### src/rtl/reduction_epoch_controller.sv
// Epoch sequencer for the reduction tree: admits one flit per participating source,
// then counts drained result flits until completion or timeout.
//   state   | meaning
//   IDLE    | waiting for start
//   COLLECT | admitting one flit per masked source
//   DRAIN   | all flits admitted, counting result flits
//   DONE    | one-cycle epoch end report
module reduction_epoch_controller #(
  parameter int FAN_IN         = 54,
  parameter int OUT_PER_EPOCH  = 1,
  parameter int TIMEOUT_CYCLES = 1024
) (
  input  logic              clk,
  input  logic              rst,
  input  logic              start,
  input  logic [FAN_IN-1:0] part_mask,
  input  logic [FAN_IN-1:0] src_valid,
  output logic [FAN_IN-1:0] src_avail,
  output logic [FAN_IN-1:0] tree_in_valid,
  input  logic [FAN_IN-1:0] tree_in_avail,
  input  logic              tree_out_valid,
  input  logic              sink_avail,
  output logic              busy,
  output logic              epoch_done,
  output logic              epoch_err,
  output logic              timeout_sticky,
  output logic [7:0]        epoch_id
);

  typedef enum logic [1:0] {IDLE, COLLECT, DRAIN, DONE} state_t;

  localparam logic [8:0]  OUT_TGT  = 9'(OUT_PER_EPOCH);
  localparam logic [15:0] TMO_LAST = 16'(TIMEOUT_CYCLES - 1);

  state_t            state, state_nx;
  logic [FAN_IN-1:0] mask_r, seen, open_v, accept;
  logic [7:0]        out_cnt;
  logic [15:0]       tmo_cnt;
  logic              err_r, sticky_r;
  logic              active, fire, mask_full, out_full, tmo_hit, tmo_evt;
  logic [8:0]        out_sum;

  assign open_v        = (state == COLLECT) ? (mask_r & ~seen) : '0;
  assign tree_in_valid = src_valid & open_v;
  assign src_avail     = tree_in_avail & open_v;
  assign accept        = src_valid & tree_in_avail & open_v;

  assign active    = (state == COLLECT) || (state == DRAIN);
  assign fire      = active & tree_out_valid & sink_avail;
  assign out_sum   = {1'b0, out_cnt} + {8'd0, fire};
  // >= rather than == so surplus early outputs cannot strand the epoch in DRAIN
  assign out_full  = out_sum >= OUT_TGT;
  assign mask_full = (seen | accept) == mask_r;
  assign tmo_hit   = tmo_cnt == TMO_LAST;

  always_comb begin
    state_nx = state;
    tmo_evt  = 1'b0;
    case (state)
      IDLE: begin
        if (start) state_nx = (part_mask == '0) ? DONE : COLLECT;
      end
      COLLECT: begin
        if (mask_full && out_full) state_nx = DONE;
        else if (tmo_hit) begin
          state_nx = DONE;
          tmo_evt  = 1'b1;
        end
        else if (mask_full) state_nx = DRAIN;
      end
      DRAIN: begin
        if (out_full) state_nx = DONE;
        else if (tmo_hit) begin
          state_nx = DONE;
          tmo_evt  = 1'b1;
        end
      end
      DONE:    state_nx = IDLE;
      default: state_nx = IDLE;
    endcase
  end

  always_ff @(posedge clk or negedge rst) begin
    if (!rst) begin
      state    <= IDLE;
      mask_r   <= '0;
      seen     <= '0;
      out_cnt  <= '0;
      tmo_cnt  <= '0;
      err_r    <= 1'b0;
      sticky_r <= 1'b0;
      epoch_id <= '0;
    end else begin
      state <= state_nx;
      case (state)
        IDLE: begin
          if (start) begin
            mask_r  <= part_mask;
            seen    <= '0;
            out_cnt <= '0;
            tmo_cnt <= '0;
            err_r   <= 1'b0;
          end
        end
        COLLECT, DRAIN: begin
          seen    <= seen | accept;
          tmo_cnt <= tmo_cnt + 16'd1;
          if (fire && (out_cnt != 8'hFF)) out_cnt <= out_cnt + 8'd1;
          if (tmo_evt) begin
            err_r    <= 1'b1;
            sticky_r <= 1'b1;
          end
        end
        DONE:    epoch_id <= epoch_id + 8'd1;
        default: ;
      endcase
    end
  end

  assign busy           = (state != IDLE);
  assign epoch_done     = (state == DONE);
  assign epoch_err      = (state == DONE) & err_r;
  assign timeout_sticky = sticky_r;

endmodule
### config.mk
export PLATFORM = sky130hd
export DESIGN_NAME = reduction_epoch_controller
export DESIGN_NICKNAME = d
export VERILOG_FILES = /design/src/rtl/reduction_epoch_controller.sv
export SDC_FILE = /design/constraint.sdc
export NUM_CORES = 1
export LEC_CHECK = 0
export BUFFER_PORTS_ARGS = -buffer_cell sky130_fd_sc_hd__buf_4
export CORE_ASPECT_RATIO = 0.9
export CORE_MARGIN = 4
export CORE_UTILIZATION = 51
export CTS_CLUSTER_SIZE = 28
export DETAILED_ROUTE_END_ITERATION = 7
export GPL_TIMING_DRIVEN = 1
export HOLD_SLACK_MARGIN = 0.05
export PLACE_DENSITY = 0.89
export SKIP_LAST_GASP = 1
export SLEW_MARGIN = 20
export SYNTH_ARGS = -nofsm -noshare
export SYNTH_HDL_FRONTEND = slang
export SYNTH_SLANG_ARGS = --single-unit
### constraint.sdc
create_clock -name clk -period 3.1 [get_ports clk]
set_input_delay 0.775 -clock clk [delete_from_list [all_inputs] [get_ports clk]]
set_output_delay 0.775 -clock clk [all_outputs]
set_load 0.05 [all_outputs]
==> results.py <==
metrics = {
    "sta": {
        "finalSetupViolCount": 3,
        "setup_ws_ps": -26.4,
        "rsz0062_at_grt": "true",
        "period_minus_slack_ps": 3130,
        "fmax_ghz": 0.320,
        "worst_clock_skew_ps": 11.3,
        "whs_ps": 273,
        "finalHoldViolations": 0,
        "finalCritPeriodShare_pct": 101,
        "max_slew_margin_pct": 22.7,
        "slew_viol_final": 0,
        "tightest_slew_ps": 1160,
    },
    "floorplanning": {
        "die_area_sq_um": 18200,
        "ios": 287,
        "die-height_um": 128,
        "fp-row-count": 43,
        "core_sq_um": 15600,
        "start_util_pct": 52.6,
        "die_x_um": 142,
    },
    "logic_synthesis": {
        "synth-edff-count": 0,
        "synth_cell_type_count": 56,
        "yosysSeqAreaShare_pct": 43.9,
        "syn_nets": 1047,
        "netlist_area_sq_um": 8200,
        "synth-seq-cells": 144,
        "yosys_most_used_dff": "dfrtp_1",
        "syn_avg_cell_area_sq_um": 9.43,
        "async_reset_ff_share_pct": 100,
        "syn_inst": 870,
        "ys_warn_count": 0,
    },
    "worst_setup_path": {
        "cp.required_ps": 3410,
        "slowest_stage": "or4_4",
        "path_max_fanout": 5,
        "cp.arrival_ps": 3430,
        "worstSetupEndpointType": "register",
        "path_cells": "inv_2 -> ha_4 -> buf_12 -> clkbuf_16 -> nand3_2 -> a22oi_2 -> nand4_1 -> or4_1 -> or4_4 -> o31ai_1 -> buf_4 -> o21bai_1",
        "critPathTopFamily": "simple AND/OR/NAND/NOR gates",
        "start_kind": "register",
        "path_class": "reg2reg",
        "crit_buf_inv": 4,
        "cpPeakStageDelay_ps": 560,
    },
    "placed_design": {
        "io_buffers": 286,
        "gp_congestion": 1.01,
        "dp_cells": 1355,
        "dp_hpwl_mm": 23.5,
    },
    "drt": {
        "wl_per_cell_um": 23.1,
        "drc": 0,
        "routed_wl_mm": 32.4,
        "ant_nets": 0,
        "drt_iter0_markers": 851,
        "drt_first_pass_iters": 6,
        "vias": 9048,
        "via_per_inst": 6.45,
    },
    "clocking": {
        "cts_root_buf": "clkbuf_16",
        "htreeDepth": 4,
        "clkSinkCount": 144,
        "cts_tree": "done",
        "clk_path_buf_depth": 2,
        "numCtsBuffers": 17,
        "clk_latency_ps": 440,
        "clkTransAtPathRegs_ps": 60,
    },
    "layout": {
        "final_common_cell": "buf_4",
        "area_growth_pct": 44.7,
        "drive_gt1_share_pct": 38.4,
        "final_util_pct": 76.0,
        "diodes": 0,
        "layout_common_cells": "325 x buf_4, 144 x dfrtp_1, 101 x and3_1",
        "layout.cells.non_filler": 1403,
        "num-nets-final": 1365,
    },
    "grt": {
        "antenna_found_initial": 0,
        "grt_pass1_wl_mm": 47.9,
        "overflow": 0,
        "grt_max_degree": 62,
        "first_global_vias": 8813,
        "grt_use_total_pct": 34.1,
    },
    "min_path": {
        "hp-class": "in2async",
    },
    "power": {
        "p_leak_nw": 5.87,
        "irDropWorstVdd_uv": 552,
        "finalPower_mw": 12.2,
        "p_per_area_nw_per_um2": 1030,
    },
    "run_status": {
        "violations": "setup timing",
        "status": "finished with violations",
    },
    "run": {
        "drv_cap": 0,
    },
}
[registers in the layout (all words and copies together), names as in the netlist]
register        cells
err_r               1
out_cnt             8
seen               54
mask_r             54
tmo_cnt            16
timeout_sticky      1
state               2
epoch_id            8
[per-layer routing]
| layer | vias up | global-route usage, % | routed length, um | part of all wire [%] |
|---|---|---|---|---|
| met1 | 4396 | 42.0 | 11800 | 36 |
| met2 | 649 | 55.4 | 15100 | 47 |
| li1 | 3881 | - | - | - |
| met3 | 122 | 11.3 | 4000 | 12 |
| met5 | - | 0 | 0 | 0 |
| met4 | 0 | 14.2 | 1470 | 4.6 |
[cells in the mapped netlist (all sizes together) (2+ instances only)]
cell | count | area (sq um)
or4 | 4 | 33.8
a211oi | 2 | 15.0
xor2 | 16 | 140
nor2b | 52 | 325
nor3b | 12 | 90.1
and3 | 102 | 638
a32oi | 2 | 17.5
clkbuf | 27 | 101
nor4 | 15 | 93.8
mux2 | 55 | 619
dfrtp | 144 | 3600
nand4 | 20 | 125
a2111oi | 3 | 32.5
o22ai | 15 | 93.8
nand2 | 24 | 90.1
o221ai | 4 | 35.0
a31oi | 2 | 12.5
o21ai | 12 | 60.1
ha | 10 | 125
inv | 48 | 180
nand3 | 60 | 300
a21oi | 17 | 85.1
a22o | 2 | 17.5
xnor2 | 7 | 61.3
nand2b | 5 | 31.3
nor2 | 89 | 334
buf | 13 | 67.6
and4 | 2 | 17.5
nor3 | 9 | 45.0
or3 | 4 | 26.3
a22oi | 23 | 173
and2 | 3 | 18.8
o2111ai | 2 | 17.5
a41oi | 51 | 447
[cell families (layout without fill, tap and decap cells)]
logic type               count (synthesis)  in the layout  synth area share, %
flip-flops                             144            144                 43.9
buffers and inverters                   88            419                 4.26
multiplexers                            56             56                 7.67
XOR/XNOR                                23             23                 2.46
adder cells (fa/ha/maj)                 10             10                 1.53
AND/OR/NAND/NOR                        403            403                 26.7
AO/OA/AOI/OAI                          146            146                 13.5
[final timing paths]
check,slack [ps],cells after the start,start,end
max,-30,12,state[1],timeout_sticky
max reg2reg,-30,12,state[1],timeout_sticky
min reg2reg,470,1,epoch_id[7],epoch_id[7]
min in group clk,470,1,epoch_id[7],epoch_id[7]
min,270,1,rst,epoch_id[5]
max in group asynchronous,2090,2,rst,seen[33]
[what timing repair did]
| action | CTS | global route |
|---|---|---|
| cloned | 2 | 1 |
| buffers inserted | 1 | 12 |
| gates resized for setup | 9 | 20 |
| pin swaps | 4 | 7 |
| hold buffers | 0 | 0 |
| setup endpoints to repair | 4 | 4 |
[layout make-up]
type                    count  area (sq um)
multi-input cells         638          4450
repair buffers            339          2700
clock buffers              22           494
well taps                 202           253
inverters                  48           180
fillers                  1043          3740
clock inverters            10           179
flip-flops and latches    144          3600
[where the power goes]
group	total (mW)	switching [mW]	internal, mW
Combinational	6.55	3.96	2.59
Sequential	3.28	0.754	2.53
Clock	2.34	0.809	1.53
Total	12.2	5.52	6.65
[stage by stage]
stage                     cell area [sq um]  worst slack, ps  TNS [ps]
after floorplan                        8290             -284     -1230
after global placement                10900            -74.9      -109
after detailed placement              10900             -154      -412
after CTS                             11700             8.01         0
after global routing                  11900            -74.8      -255
final                                 11900            -26.4     -67.7
Power figures use the tool's default switching activity.
